### config.mk
export PLATFORM = sky130hd
export DESIGN_NAME = intersection_scheduler
export DESIGN_NICKNAME = d
export VERILOG_FILES = /design/src/rtl/intersection_scheduler.sv
export SDC_FILE = /design/constraint.sdc
export NUM_CORES = 1
export LEC_CHECK = 0
export CORE_ASPECT_RATIO = 0.75
export CORE_MARGIN = 2
export CORE_UTILIZATION = 45
export DETAILED_ROUTE_END_ITERATION = 12
export PLACE_DENSITY = 0.78
export SKIP_CTS_REPAIR_TIMING = 1
export SLEW_MARGIN = 20
export SYNTH_ARGS = -nofsm -noshare
export SYNTH_HDL_FRONTEND = slang
export SYNTH_SLANG_ARGS = --single-unit
### constraint.sdc
create_clock -name clk -period 2.6 [get_ports clk]
set_clock_uncertainty 0.15 [all_clocks]
set_input_delay 0.78 -clock clk [delete_from_list [all_inputs] [get_ports clk]]
set_output_delay 0.78 -clock clk [all_outputs]
set_load 0.005 [all_outputs]
### src/rtl/intersection_scheduler.sv
// intersection_scheduler: demand-driven NS/EW/pedestrian phase arbiter with yellow and all-red clearance.
// Define EMERGENCY_PREEMPT_EN to enable emergency preemption via emg_req/emg_dir.
module intersection_scheduler #(
  parameter int TW     = 8,
  parameter int MIN_G  = 8,
  parameter int MAX_G  = 20,
  parameter int YEL    = 3,
  parameter int ALLRED = 2,
  parameter int WALK_T = 6
) (
  input  logic       clk,
  input  logic       rst_n,
  input  logic       ns_car,
  input  logic       ew_car,
  input  logic       ped_req,
  input  logic       emg_req,
  input  logic       emg_dir,
  output logic [1:0] NS,
  output logic [1:0] EW,
  output logic       walk,
  output logic       ped_pend,
  output logic [2:0] phase,
  output logic       emg_active
);
  typedef enum logic [2:0] {
    NS_G = 3'd0, NS_Y = 3'd1, CLR = 3'd2, EW_G = 3'd3, EW_Y = 3'd4, WALK = 3'd5, CLR2 = 3'd6
  } state_t;
  localparam logic [TW-1:0] T_MING = TW'(MIN_G - 1);
  localparam logic [TW-1:0] T_MAXG = TW'(MAX_G - 1);
  localparam logic [TW-1:0] T_YEL  = TW'(YEL - 1);
  localparam logic [TW-1:0] T_ALLR = TW'(ALLRED - 1);
  localparam logic [TW-1:0] T_WALK = TW'(WALK_T - 1);
  localparam logic [TW-1:0] T_SAT  = {TW{1'b1}};
  state_t        state_q, state_d;
  logic [TW-1:0] timer_q, timer_d;
  logic          last_dir_q, last_dir_d;
  logic          ped_pend_q, ped_pend_d;
  logic          emg_q;
  logic          emg, emg_ew, go_ns, go_ew;
  state_t        grant;
`ifdef EMERGENCY_PREEMPT_EN
  assign emg    = emg_req;
  assign emg_ew = emg_dir;
`else
  assign emg    = 1'b0;
  assign emg_ew = 1'b0;
  wire unused_emg = &{1'b0, emg_req, emg_dir};
`endif
  // Preemption toward own side holds green; toward the other side forces yellow at once.
  assign go_ns = emg ? emg_ew
                     : (timer_q >= T_MING) && (ew_car || ped_pend_q) && (!ns_car || timer_q >= T_MAXG);
  assign go_ew = emg ? !emg_ew
                     : (timer_q >= T_MING) && (ns_car || ped_pend_q) && (!ew_car || timer_q >= T_MAXG);
  assign grant = emg ? (emg_ew ? EW_G : NS_G) : (last_dir_q ? NS_G : EW_G);
  always_comb begin
    state_d    = state_q;
    last_dir_d = last_dir_q;
    case (state_q)
      NS_G: state_d = go_ns ? NS_Y : NS_G;
      EW_G: state_d = go_ew ? EW_Y : EW_G;
      NS_Y: if (timer_q == T_YEL) begin
        state_d    = CLR;
        last_dir_d = 1'b0;
      end
      EW_Y: if (timer_q == T_YEL) begin
        state_d    = CLR;
        last_dir_d = 1'b1;
      end
      CLR:  state_d = (timer_q == T_ALLR) ? ((ped_pend_q && !emg) ? WALK : grant) : CLR;
      WALK: state_d = (emg || timer_q == T_WALK) ? CLR2 : WALK;
      CLR2: state_d = (timer_q == T_ALLR) ? grant : CLR2;
      default: state_d = CLR;
    endcase
  end
  assign timer_d    = (state_d != state_q) ? '0 : (timer_q == T_SAT) ? timer_q : timer_q + 1'b1;
  // A press on the very cycle WALK is entered survives into the next request.
  assign ped_pend_d = ped_req || (ped_pend_q && !(state_d == WALK && state_q != WALK));
  always_ff @(posedge clk or negedge rst_n) begin
    if (!rst_n) begin
      state_q    <= NS_G;
      timer_q    <= '0;
      last_dir_q <= 1'b0;
      ped_pend_q <= 1'b0;
      emg_q      <= 1'b0;
    end else begin
      state_q    <= state_d;
      timer_q    <= timer_d;
      last_dir_q <= last_dir_d;
      ped_pend_q <= ped_pend_d;
      emg_q      <= emg;
    end
  end
  assign NS         = (state_q == NS_G) ? 2'b10 : (state_q == NS_Y) ? 2'b01 : 2'b00;
  assign EW         = (state_q == EW_G) ? 2'b10 : (state_q == EW_Y) ? 2'b01 : 2'b00;
  assign walk       = (state_q == WALK);
  assign ped_pend   = ped_pend_q;
  assign phase      = state_q;
  assign emg_active = emg_q;
endmodule
==> reports/qor.csv <==
stage,metric,value,unit
outcome,outcome,completed,
detailed_routing,Routed Antenna Nets,0,
yosys,"FF+latch count, synth",13,
worst_setup_path,WP data arrival,1570,ps
pwr,Clock power frac,11.1,%
clock_network,TritonCTS clock tree,done,
pwr,Pleak,0.456,nW
cells_and_area,ant diodes,0,
placed_design,RePlAce Congestion,0.885,
yosys,Yosys top cell area share,34.8,%
cells_and_area,layout cells sized above 1,17.2,%
yosys,top cell type by total area after synthesis,dfrtp_1,
floorplanning,core area,1980,um2
pwr,Comb power frac,58.2,%
pwr,Total Power,1.14,mW
placed_design,port bufs,13,
yosys,most frequent cell after synthesis,nor2_1,
grt,initial antenna violation count,0,
sta,final hold vios,0,
clock_network,clk sink count,13,
run,max cap viols,0,
pwr,share of power burned in registers,30.7,%
detailed_routing,Post-Route M1 WL,997,um
floorplanning,die height,43.5,um
yosys,Yosys warning count,0,
detailed_routing,via count,893,
placed_design,placed insts,147,
yosys,asr flop ratio synth,100,%
clock_network,clock-pin slew on the worst setup and hold paths,80,ps
clock_network,H-tree levels,1,
detailed_routing,metal3 WL,130,um
worst_setup_path,RR Startpoint,timer_q[1]$_DFFE_PN0P_,
pwr,switching part of the total power,42.9,%
yosys,number of flops mapped to enable cells by yosys,0,
sta,final period utilization,96.2,%
floorplanning,Chip Width,56.7,um
detailed_routing,vias per cell,5.88,
yosys,Syn Inst Count,113,
floorplanning,initial core utilization,47.3,%
yosys,Post-Syn Area per Cell,8.28,um2
detailed_routing,WL/cell,14.2,um
sta,fmax,0.400,GHz
sta,pins over their slew limit,0,
yosys,Synth area leaders,"dfrtp_1 (35%), nor2_1 (6.0%), nor3_1 (4.8%), nand3_1 (4.3%), ha_1 (4.0%)",
clock_network,clk_lat worst skew,280,ps
cells_and_area,Fillers,175,
yosys,Post-synth top cells,"nor2_1 (15), dfrtp_1 (13), nor3_1 (9)",
grt,grt ovf,0,
grt,vias in the first global route,852,
pwr,Pint,0.651,mW
cells_and_area,Non-Filler Instances,152,
worst_setup_path,Critical Path RT,1670,ps
detailed_routing,top routing layer in use,met4,
worst_setup_path,Worst Setup SP,phase[1]$_DFF_PN0_,
worst_setup_path,CP startpoint kind,flop,
pwr,NetSw,0.489,mW
cells_and_area,Nets,139,
floorplanning,Site Rows,14,
worst_setup_path,crit end category,output pin,
grt,largest net degree at the start of global routing,14,
pwr,pwr/cell area,1010,nW/um2
sta,Slew @ Worst Pin,580,ps
yosys,Netlist Area Pre-Place,936,um2
yosys,post-synthesis sequential area ratio,34.8,%
min_path,Hold Crit Class,flop to flop,
yosys,Most used DFF post-synth,dfrtp_1,
sta,Period minus WS final,2500,ps
cells_and_area,area grow syn2layout,20.6,%
detailed_routing,initial DRC count,38,
yosys,synth unique cells,35,
grt,first-pass GRT wire length,3610,um
detailed_routing,WL met2,1000,um
worst_setup_path,crit-path max FO,11,
detailed_routing,drt total wl,2150,um
pwr,Max VDD drop,0.700,mV
clock_network,clk root buf,clkbuf_4,
detailed_routing,drt first pass iters,4,
clock_network,CTS Buf Count,3,
floorplanning,Die ar.,2460,um2
floorplanning,I/O pin total,17,
min_path,HP Start,timer_q[5]$_DFFE_PN0P_,
clock_network,maximum root-to-sink buffer count,2,
grt,all-layer global routing usage,19.0,%
detailed_routing,Residual DRC,0,
yosys,Syn Nets,123,
sta,Slew headroom,61.2,%
sta,setup violators final,0,
worst_setup_path,Crit Path Category,flop to output pin,
placed_design,post-DP HPWL,1630,um
==> cell type report <==
cell class	count	area [um2]	area share, %
flip-flops and latches	13	329	29.2
repair buffers	18	168	14.9
well taps	24	30.0	2.66
multi-input cells	87	553	49.0
clock buffers	4	26.3	2.33
inverters	6	22.5	2.00
==> cells by family (layout without fill, tap and decap cells) <==
group / Yosys count / after routing / share of synthesized area, %
XOR/XNOR: 4 / 4 / 3.74
buffers and inverters: 13 / 28 / 6.82
AO/OA/AOI/OAI: 23 / 23 / 17.5
AND/OR/NAND/NOR: 55 / 55 / 31.6
multiplexers: 1 / 1 / 1.20
adder cells (fa/ha/maj): 3 / 3 / 4.01
flip-flops: 13 / 13 / 34.8
other: 1 / 1 / 0.401
==> worst max-delay path: stages (launching register included) <==
cell,delay (ps)
dfrtp_2,480
nand2b_1,210
nor2_1,100
clkdlybuf4s50_1,500
==> final timing paths <==
| kind | end | slack (ps) | cells after the start |
|---|---|---|---|
| max | NS[0] | 100 | 3 |
| min | timer_q[5]$_DFFE_PN0P_ | 430 | 2 |
| max reg2reg | timer_q[2]$_DFFE_PN0P_ | 120 | 7 |
| min reg2reg | timer_q[5]$_DFFE_PN0P_ | 430 | 2 |
| max in group asynchronous | phase[2]$_DFF_PN0_ | 1170 | 1 |
| min in group asynchronous | timer_q[6]$_DFFE_PN0P_ | 710 | 1 |
==> flip-flops by register name, summed over array words and instances, names as in the netlist <==
register	count
last_dir_q	1
ped_pend	1
phase	3
timer_q	8
==> per-layer routing <==
metal | vias up | GRT usage (%)
li1 | 429 | -
met4 | 0 | 8.57
met2 | 30 | 28.4
met3 | 4 | 5.97
met5 | - | 0
met1 | 430 | 25.4
==> cell usage in the layout (no fill, tap or decap) <==
master            n
nand3_1           8
o211ai_1          1
nor2_1           14
buf_4             5
a31o_2            1
or3_1             2
a21o_1            1
nor3_1            9
clkbuf_1          1
a31oi_1           1
dfrtp_2           3
a22oi_1           1
clkbuf_4          3
nand2_1           6
nor4_4            1
inv_1             6
and3_1            1
clkdlybuf4s50_1  13
a21oi_1           3
conb_1            1
mux2_2            1
o21ai_0           6
nand2b_1          5
xnor2_1           4
dfrtp_1          10
ha_1              3
a21oi_2           2
nor2_2            1
or3_4             1
a221oi_1          1
a221o_2           2
nor3_2            1
a211o_4           1
o22ai_1           3
nor3b_1           1
nor4_1            3
nor2b_1           2
==> power by group through the flow <==
stage / registers (mW) / logic (mW) / clock network [mW]
final: 0.350 / 0.664 / 0.126
after global routing: 0.360 / 0.731 / 0.137
after CTS: 0.340 / 0.645 / 0.128
after detailed placement: 0.345 / 0.643 / 0
after global placement: 0.342 / 0.622 / 0
after floorplan: 0.303 / 0.481 / 0
==> per-stage QoR <==
step	TNS [ps]	util, %	instance area, um2	hold slack, ps	worst slack, ps
after global routing	-3.18	57.0	1130	483	-3.18
after global placement	0	54.8	1080	413	135
after detailed placement	0	54.8	1080	418	85.0
final	0	57.0	1130	434	97.9
after CTS	-52.4	56.1	1110	439	-52.4
after floorplan	0	-	936	334	315
Power figures use the tool's default switching activity.
